==> src/rtl/audio_level_meter.sv <==
// Sound level meter: windowed mean-absolute level with log2 bar index and a
// peak-hold envelope that decays exponentially, both advancing only on samples.
module audio_level_meter #(
    parameter int SAMPLE_DEPTH = 16,
    parameter int WINDOW_LOG2  = 8,
    parameter int HOLD_SAMPLES = 1000,
    parameter int DECAY_SHIFT  = 4
) (
    input  logic                            clk,
    input  logic                            rst,
    input  logic signed [SAMPLE_DEPTH-1:0]  audio_in,
    input  logic                            audio_valid,
    output logic [SAMPLE_DEPTH-2:0]         level,
    output logic                            level_valid,
    output logic [SAMPLE_DEPTH-2:0]         peak,
    output logic [$clog2(SAMPLE_DEPTH)-1:0] bar
);
    localparam int MAG_W  = SAMPLE_DEPTH - 1;
    localparam int ACC_W  = MAG_W + WINDOW_LOG2;
    localparam int CNT_W  = (WINDOW_LOG2 > 0) ? WINDOW_LOG2 : 1;
    localparam int HOLD_W = $clog2(HOLD_SAMPLES + 1);
    localparam int BAR_W  = $clog2(SAMPLE_DEPTH);
    localparam logic [CNT_W-1:0] CNT_LAST = CNT_W'((1 << WINDOW_LOG2) - 1);

    logic [SAMPLE_DEPTH-1:0] in_bits;
    logic [SAMPLE_DEPTH-1:0] abs_full;
    logic [MAG_W-1:0]        abs_sat;
    logic [MAG_W-1:0]        abs_s_reg;
    logic                    abs_v_reg;

    logic [ACC_W-1:0]        acc_reg;
    logic [ACC_W-1:0]        win_sum;
    logic [CNT_W-1:0]        cnt_reg;
    logic [MAG_W-1:0]        level_next;
    logic [MAG_W-1:0]        level_reg;
    logic                    level_valid_reg;
    logic [BAR_W-1:0]        bar_reg;

    logic [MAG_W-1:0]        peak_reg;
    logic [HOLD_W-1:0]       hold_reg;
    logic [MAG_W-1:0]        decay_step;

    // Index of the highest set bit plus one; zero for a zero input.
    function automatic logic [BAR_W-1:0] bar_of(input logic [MAG_W-1:0] v);
        bar_of = '0;
        for (int i = 0; i < MAG_W; i++) begin
            if (v[i]) bar_of = BAR_W'(i + 1);
        end
    endfunction

    // Negating the most negative sample overflows into the sign bit; clamp it.
    assign in_bits  = audio_in;
    assign abs_full = in_bits[SAMPLE_DEPTH-1] ? (~in_bits + SAMPLE_DEPTH'(1)) : in_bits;
    assign abs_sat  = abs_full[SAMPLE_DEPTH-1] ? '1 : abs_full[MAG_W-1:0];

    always_ff @(posedge clk) begin
        if (!rst) begin
            abs_s_reg <= '0;
            abs_v_reg <= 1'b0;
        end else begin
            abs_v_reg <= audio_valid;
            if (audio_valid) abs_s_reg <= abs_sat;
        end
    end

    assign win_sum    = acc_reg + ACC_W'(abs_s_reg);
    assign level_next = win_sum[ACC_W-1:WINDOW_LOG2];

    always_ff @(posedge clk) begin
        if (!rst) begin
            acc_reg         <= '0;
            cnt_reg         <= '0;
            level_reg       <= '0;
            level_valid_reg <= 1'b0;
            bar_reg         <= '0;
        end else begin
            level_valid_reg <= 1'b0;
            if (abs_v_reg) begin
                if (cnt_reg == CNT_LAST) begin
                    level_reg       <= level_next;
                    bar_reg         <= bar_of(level_next);
                    level_valid_reg <= 1'b1;
                    acc_reg         <= '0;
                    cnt_reg         <= '0;
                end else begin
                    acc_reg <= win_sum;
                    cnt_reg <= cnt_reg + CNT_W'(1);
                end
            end
        end
    end

    // Small peaks still decay by at least one so the envelope reaches zero.
    always_comb begin
        decay_step = peak_reg >> DECAY_SHIFT;
        if (decay_step == '0) decay_step = MAG_W'(1);
    end

    always_ff @(posedge clk) begin
        if (!rst) begin
            peak_reg <= '0;
            hold_reg <= '0;
        end else if (abs_v_reg) begin
            if (abs_s_reg >= peak_reg) begin
                peak_reg <= abs_s_reg;
                hold_reg <= HOLD_W'(HOLD_SAMPLES);
            end else if (hold_reg != '0) begin
                hold_reg <= hold_reg - HOLD_W'(1);
            end else if (peak_reg != '0) begin
                peak_reg <= peak_reg - decay_step;
            end
        end
    end

    assign level       = level_reg;
    assign level_valid = level_valid_reg;
    assign peak        = peak_reg;
    assign bar         = bar_reg;
endmodule

==> config.mk <==
export PLATFORM = sky130hd
export DESIGN_NAME = audio_level_meter
export DESIGN_NICKNAME = d
export VERILOG_FILES = /design/src/rtl/audio_level_meter.sv
export SDC_FILE = /design/constraint.sdc
export NUM_CORES = 1
export LEC_CHECK = 0
export BUFFER_PORTS_ARGS = -buffer_cell sky130_fd_sc_hd__buf_2
export CAP_MARGIN = 20
export CORE_MARGIN = 2
export CORE_UTILIZATION = 45
export DETAILED_ROUTE_END_ITERATION = 8
export GPL_ROUTABILITY_DRIVEN = 0
export PLACE_DENSITY = 0.73
export RECOVER_POWER = 50
export SLEW_MARGIN = 30
export SYNTH_ARGS = -nofsm -noshare
export SYNTH_HDL_FRONTEND = slang
export SYNTH_SLANG_ARGS = --single-unit
==> constraint.sdc <==
create_clock -name clk -period 3.6 [get_ports clk]
set_input_delay 0.18 -clock clk [delete_from_list [all_inputs] [get_ports clk]]
set_output_delay 0.18 -clock clk [all_outputs]
set_load 0.03 [all_outputs]
### Word-level counts from Yosys, hierarchy flattened

Cells that the tools add are included.
Widths: inputs -> output; s select.

| storage, ports and cells | value |
|---|---|
| flip-flop bits (word level) | 92 |
| output and inout port bits | 35 |
| word-level logic and storage cells | 53 |

| operators by class | value |
|---|---|
| equal/unequal tests | 2 |
| reductions and logical operators | 9 |
| add/sub/neg operators | 5 |
| order comparisons | 1 |
| mux-type cells | 26 |
| bitwise logic cells | 1 |

Operators by type and width:

| operator | number |
|---|---|
| $mux 15 | 4 |
| $mux 4 | 14 |
| $add 23x15->23 | 1 |
| $mux 23 | 1 |
| $mux 10 | 2 |
| $add 16x1->16 const B | 1 |
| $mux 16 | 1 |
| $not 16->16 | 1 |
| $ge 15x15->1 | 1 |
| $logic_not 15->1 | 1 |
| $reduce_bool 15->1 | 1 |
| $sub 15x15->15 | 1 |
| $mux 11 | 1 |
| $reduce_bool 10->1 | 1 |
| $sub 10x1->10 const B | 1 |
| $add 8x1->8 const B | 1 |
| $eq 8x8->1 const B | 1 |
| $mux 8 | 1 |
| $reduce_and 2->1 | 3 |
| $reduce_bool 2->1 | 2 |
| $reduce_and 3->1 | 1 |
| $mux 1 | 2 |
| $ne 2x2->1 const B | 1 |

### Depth between registers and ports, before layout

| depth | value |
|---|---|
| depth after elaboration | 16 |
| depth in mapped cells | 13 |
| gate-level depth less buffers | 13 |

### Worst setup path after synthesis

No wires, ideal clock.

| path | value |
|---|---|
| path kind | register to register |
| start | reg peak_reg[12], in the netlist peak[12] |
| end | reg peak_reg[14], in the netlist peak[14] |
| data required time | 3.484 ns |
| arrival time | 2.684 ns |
| setup slack | 0.800 ns |
| stages on the path, launching flop included | 14 |
| setup time | 0.116 ns |
| cell sequence | dfxtp_1 -> nor3_1 -> nand3_1 -> nand2_1 -> ha_1 -> fa_1 -> nor2b_1 -> o2111ai_1 -> nand3b_1 -> a31oi_1 -> o21ai_1 -> nor4_1 -> mux2_2 -> a31o_2 |

| on the way | value |
|---|---|
| cells in the longest elaborated chain, start to end | 6 |
| elaborated cells on any way between the ends | 11 |
| those cells by class | 1 x add/sub; 1 x order compare; 1 x eq/ne; 4 x mux; 4 x reduce/logical |

Ends and longest elaborated chain:

| item | RTL line | RTL |
|---|---|---|
| start: declaration | 39 | `logic [MAG_W-1:0] peak_reg;` |
| start signal: assignment | 105 | `peak_reg <= abs_s_reg;` |
| start signal: assignment | 110 | `peak_reg <= peak_reg - decay_step;` |
| $logic_not 15->1 | 96 | `if (decay_step == '0) decay_step = MAG_W'(1);` |
| $mux 11 | 96 |  |
| $sub 15x15->15 | 110 |  |
| $mux 15 | 109 | `end else if (peak_reg != '0) begin` |
| $mux 15 | 107 | `end else if (hold_reg != '0) begin` |
| $mux 15 | 104 | `if (abs_s_reg >= peak_reg) begin` |

Several ways; a longest one is shown, not always the timed one. The select of a mux whose other input is x is not followed.
A chain may end at the register's enable or synchronous reset.

==> out/results.ini <==
[outcome]
outcome=finished, final reports clean

[die]
die-area_um2=14300
core_area_um2=13100
initial_utilization=0.456
placementRows=42
dieWidth_um=119
chipHeight_um=119
floorplan.io_pins=54

[cells_and_area]
layout.cells.most_common=sky130_fd_sc_hd__dfxtp_1
layout.nets=858
area_growth_syn_to_fin_pct=12.3
fillerInstances=1258
max_ffs_per_register=23
post_route_cells_drive_above_1_share=0.0789
post-route-cell-area_um2=6730
num_antenna_cells=0
mostFrequentLayoutCells=sky130_fd_sc_hd__dfxtp_1 (92), sky130_fd_sc_hd__nor2_1 (84), sky130_fd_sc_hd__a21oi_1 (74)

[critical_path]
r2r_start=abs_s_reg[0]
required_ns=3.89
worst-path-max-fanout=32
worstSetupPathType=primary input to flip-flop
setup.worst_path.start_class=primary input
startpoint=rst
critical_path.endpoint_type=flip-flop
cp.arrival_ns=3.24

[clock_network]
post_cts_resize_count=0
clock_sinks=92
htree_num_levels=3
ctsLongestPathBuffers=2
cts_root_buffer=sky130_fd_sc_hd__clkbuf_16
cts_tree=built
postCtsHoldBufs=0
post_cts_buffers=0
cts_buffers=9
clock_insertion_delay_worst_skew_ns=0.35
path_clk_slew_ns=0.07

[timing]
fmax_ghz=0.339
final.setup.tns_ns=0
worst-slew-pin-transition_ns=1.48
worst_slew_margin_rel=0.0128
final.min_clock_period_ns=2.95
hold-worst-slack_ns=0.151
timing.final.hold_violations=0
finalSetupViolCount=0
layout_setup_ws_ns=0.654
rsz_0062_raised_after_global_routing=false
clock_skew_after_layout_ns=0.00935
finalMaxSlewViolations=0
timing.final.crit_share=0.818

[yosys]
async_reset_ff_frac=0
syn_inst=752
post_synth_edffs=0
avgSynthCellArea_um2=7.97
warning_count_from_the_yosys_run=0
post_synth_num_cell_types=67
ys.flop_type=sky130_fd_sc_hd__dfxtp_1
ys_seq_elements=92
net_count_of_the_mapped_netlist=817
synth_sequential_area_ratio=0.307
netlist_area_um2=6000

[detailed_routing]
wl_mm=15.3
num_vias=5566
route.detailed.drc=0
viasPerCell=5.71
wl_per_cell_um=15.7
drt_iter0_markers=399
post_route_antenna_net_violation_count=0
firstDrtPassIters=5

[global_routing]
track_usage=0.221
antenna_violations_before_repair=0
number_of_global_route_vias_before_repair=5114
wire_length_of_the_first_global_routing_pass_mm=25.6
grt_max_degree=33
grt_overflow=0

[flow_run]
max_cap_violations=0

[place]
dp_hpwl_mm=11.1
detailedPlace.worstSlack_ns=0.712
dpl-instance-area_um2=6420
placement.io_buffers=53

[worst_hold_path]
worst_hold_path_type=primary input to flip-flop
min-delay-start=audio_in[0]

[pwr]
power.static_leakage_nw=2.62
peakVddDrop_v=0.000312
power_density_nw_per_um2=591
report.power.total_mw=3.98

-- synthesized netlist by cell type, types with 6 or more instances --
| cell | count | area share |
|---|---|---|
| sky130_fd_sc_hd__a211oi_1 | 23 | 0.029 |
| sky130_fd_sc_hd__a21o_1 | 11 | 0.014 |
| sky130_fd_sc_hd__a21oi_1 | 75 | 0.063 |
| sky130_fd_sc_hd__a31oi_1 | 8 | 0.0083 |
| sky130_fd_sc_hd__and2_1 | 9 | 0.0094 |
| sky130_fd_sc_hd__and3_1 | 8 | 0.0083 |
| sky130_fd_sc_hd__buf_2 | 6 | 0.0050 |
| sky130_fd_sc_hd__clkbuf_1 | 23 | 0.014 |
| sky130_fd_sc_hd__dfxtp_1 | 92 | 0.31 |
| sky130_fd_sc_hd__ha_1 | 44 | 0.092 |
| sky130_fd_sc_hd__inv_1 | 41 | 0.026 |
| sky130_fd_sc_hd__mux2i_1 | 11 | 0.018 |
| sky130_fd_sc_hd__nand2_1 | 48 | 0.030 |
| sky130_fd_sc_hd__nand2b_1 | 11 | 0.011 |
| sky130_fd_sc_hd__nand3_1 | 16 | 0.013 |
| sky130_fd_sc_hd__nand4_1 | 9 | 0.0094 |
| sky130_fd_sc_hd__nor2_1 | 84 | 0.053 |
| sky130_fd_sc_hd__nor2b_1 | 11 | 0.011 |
| sky130_fd_sc_hd__nor3_1 | 11 | 0.0092 |
| sky130_fd_sc_hd__o211ai_1 | 8 | 0.010 |
| sky130_fd_sc_hd__o21a_1 | 7 | 0.0088 |
| sky130_fd_sc_hd__o21ai_0 | 47 | 0.039 |
| sky130_fd_sc_hd__o31ai_1 | 6 | 0.0075 |
| sky130_fd_sc_hd__or3_1 | 6 | 0.0063 |
| sky130_fd_sc_hd__or4_1 | 8 | 0.010 |
| sky130_fd_sc_hd__xnor2_1 | 29 | 0.042 |
| sky130_fd_sc_hd__xor2_1 | 23 | 0.034 |
-- through the flow --
| step | util | cells |
|---|---|---|
| after floorplan | - | 752 |
| after global placement | 0.489 | 958 |
| after detailed placement | 0.489 | 958 |
| after CTS | 0.516 | 974 |
| after global routing | 0.512 | 974 |
| final | 0.512 | 974 |
-- kinds of logic after synthesis --
kind of cell / after synthesis / synth area share
buffers and inverters: 73 / 0.0476
DFF: 92 / 0.307
xor gates and xnor gates: 53 / 0.0787
and+or+nand+nor: 237 / 0.190
muxes: 14 / 0.0240
AOI/OAI and AO/OA: 237 / 0.254
adders and majority gates: 46 / 0.0985
-- worst paths after layout --
path / cells after the start / end / slack [ns]
worst max-delay path: 5 / peak[14] / 0.65
worst min-delay path: 3 / abs_s_reg[0] / 0.15
worst max register to register: 11 / bar[0] / 0.66
worst min register to register: 2 / level[3] / 0.46
-- worst max-delay path, stage by stage --
cell                       delay, ns
sky130_fd_sc_hd__clkbuf_1       1.05
sky130_fd_sc_hd__inv_1          0.89
sky130_fd_sc_hd__clkbuf_2       0.62
sky130_fd_sc_hd__a211oi_1       0.33
sky130_fd_sc_hd__a31o_2         0.14
-- routing by layer --
metal  GRT usage  part of all wire  vias up
met5           0                 0        -
met3      0.0350             0.055       21
met2       0.356              0.46      155
met1       0.301              0.47     2605
li1            -                 -     2785
met4      0.0728             0.017        0
-- power breakdown --
part	switching [mW]	internal [mW]
Sequential	0.124	1.11
Combinational	0.907	0.699
Clock	0.419	0.720
Total	1.45	2.53
-- layout make-up --
type | count | area, um^2 | share of cell area
Sequential cell | 92 | 1840 | 0.274
Timing Repair Buffer | 62 | 284 | 0.0422
Inverter | 41 | 154 | 0.0229
Clock inverter | 5 | 106 | 0.0158
Clock buffer | 11 | 253 | 0.0375
Multi-Input combinational cell | 587 | 3870 | 0.575
Tap cell | 176 | 220 | 0.0327
Power figures use the tool's default switching activity.
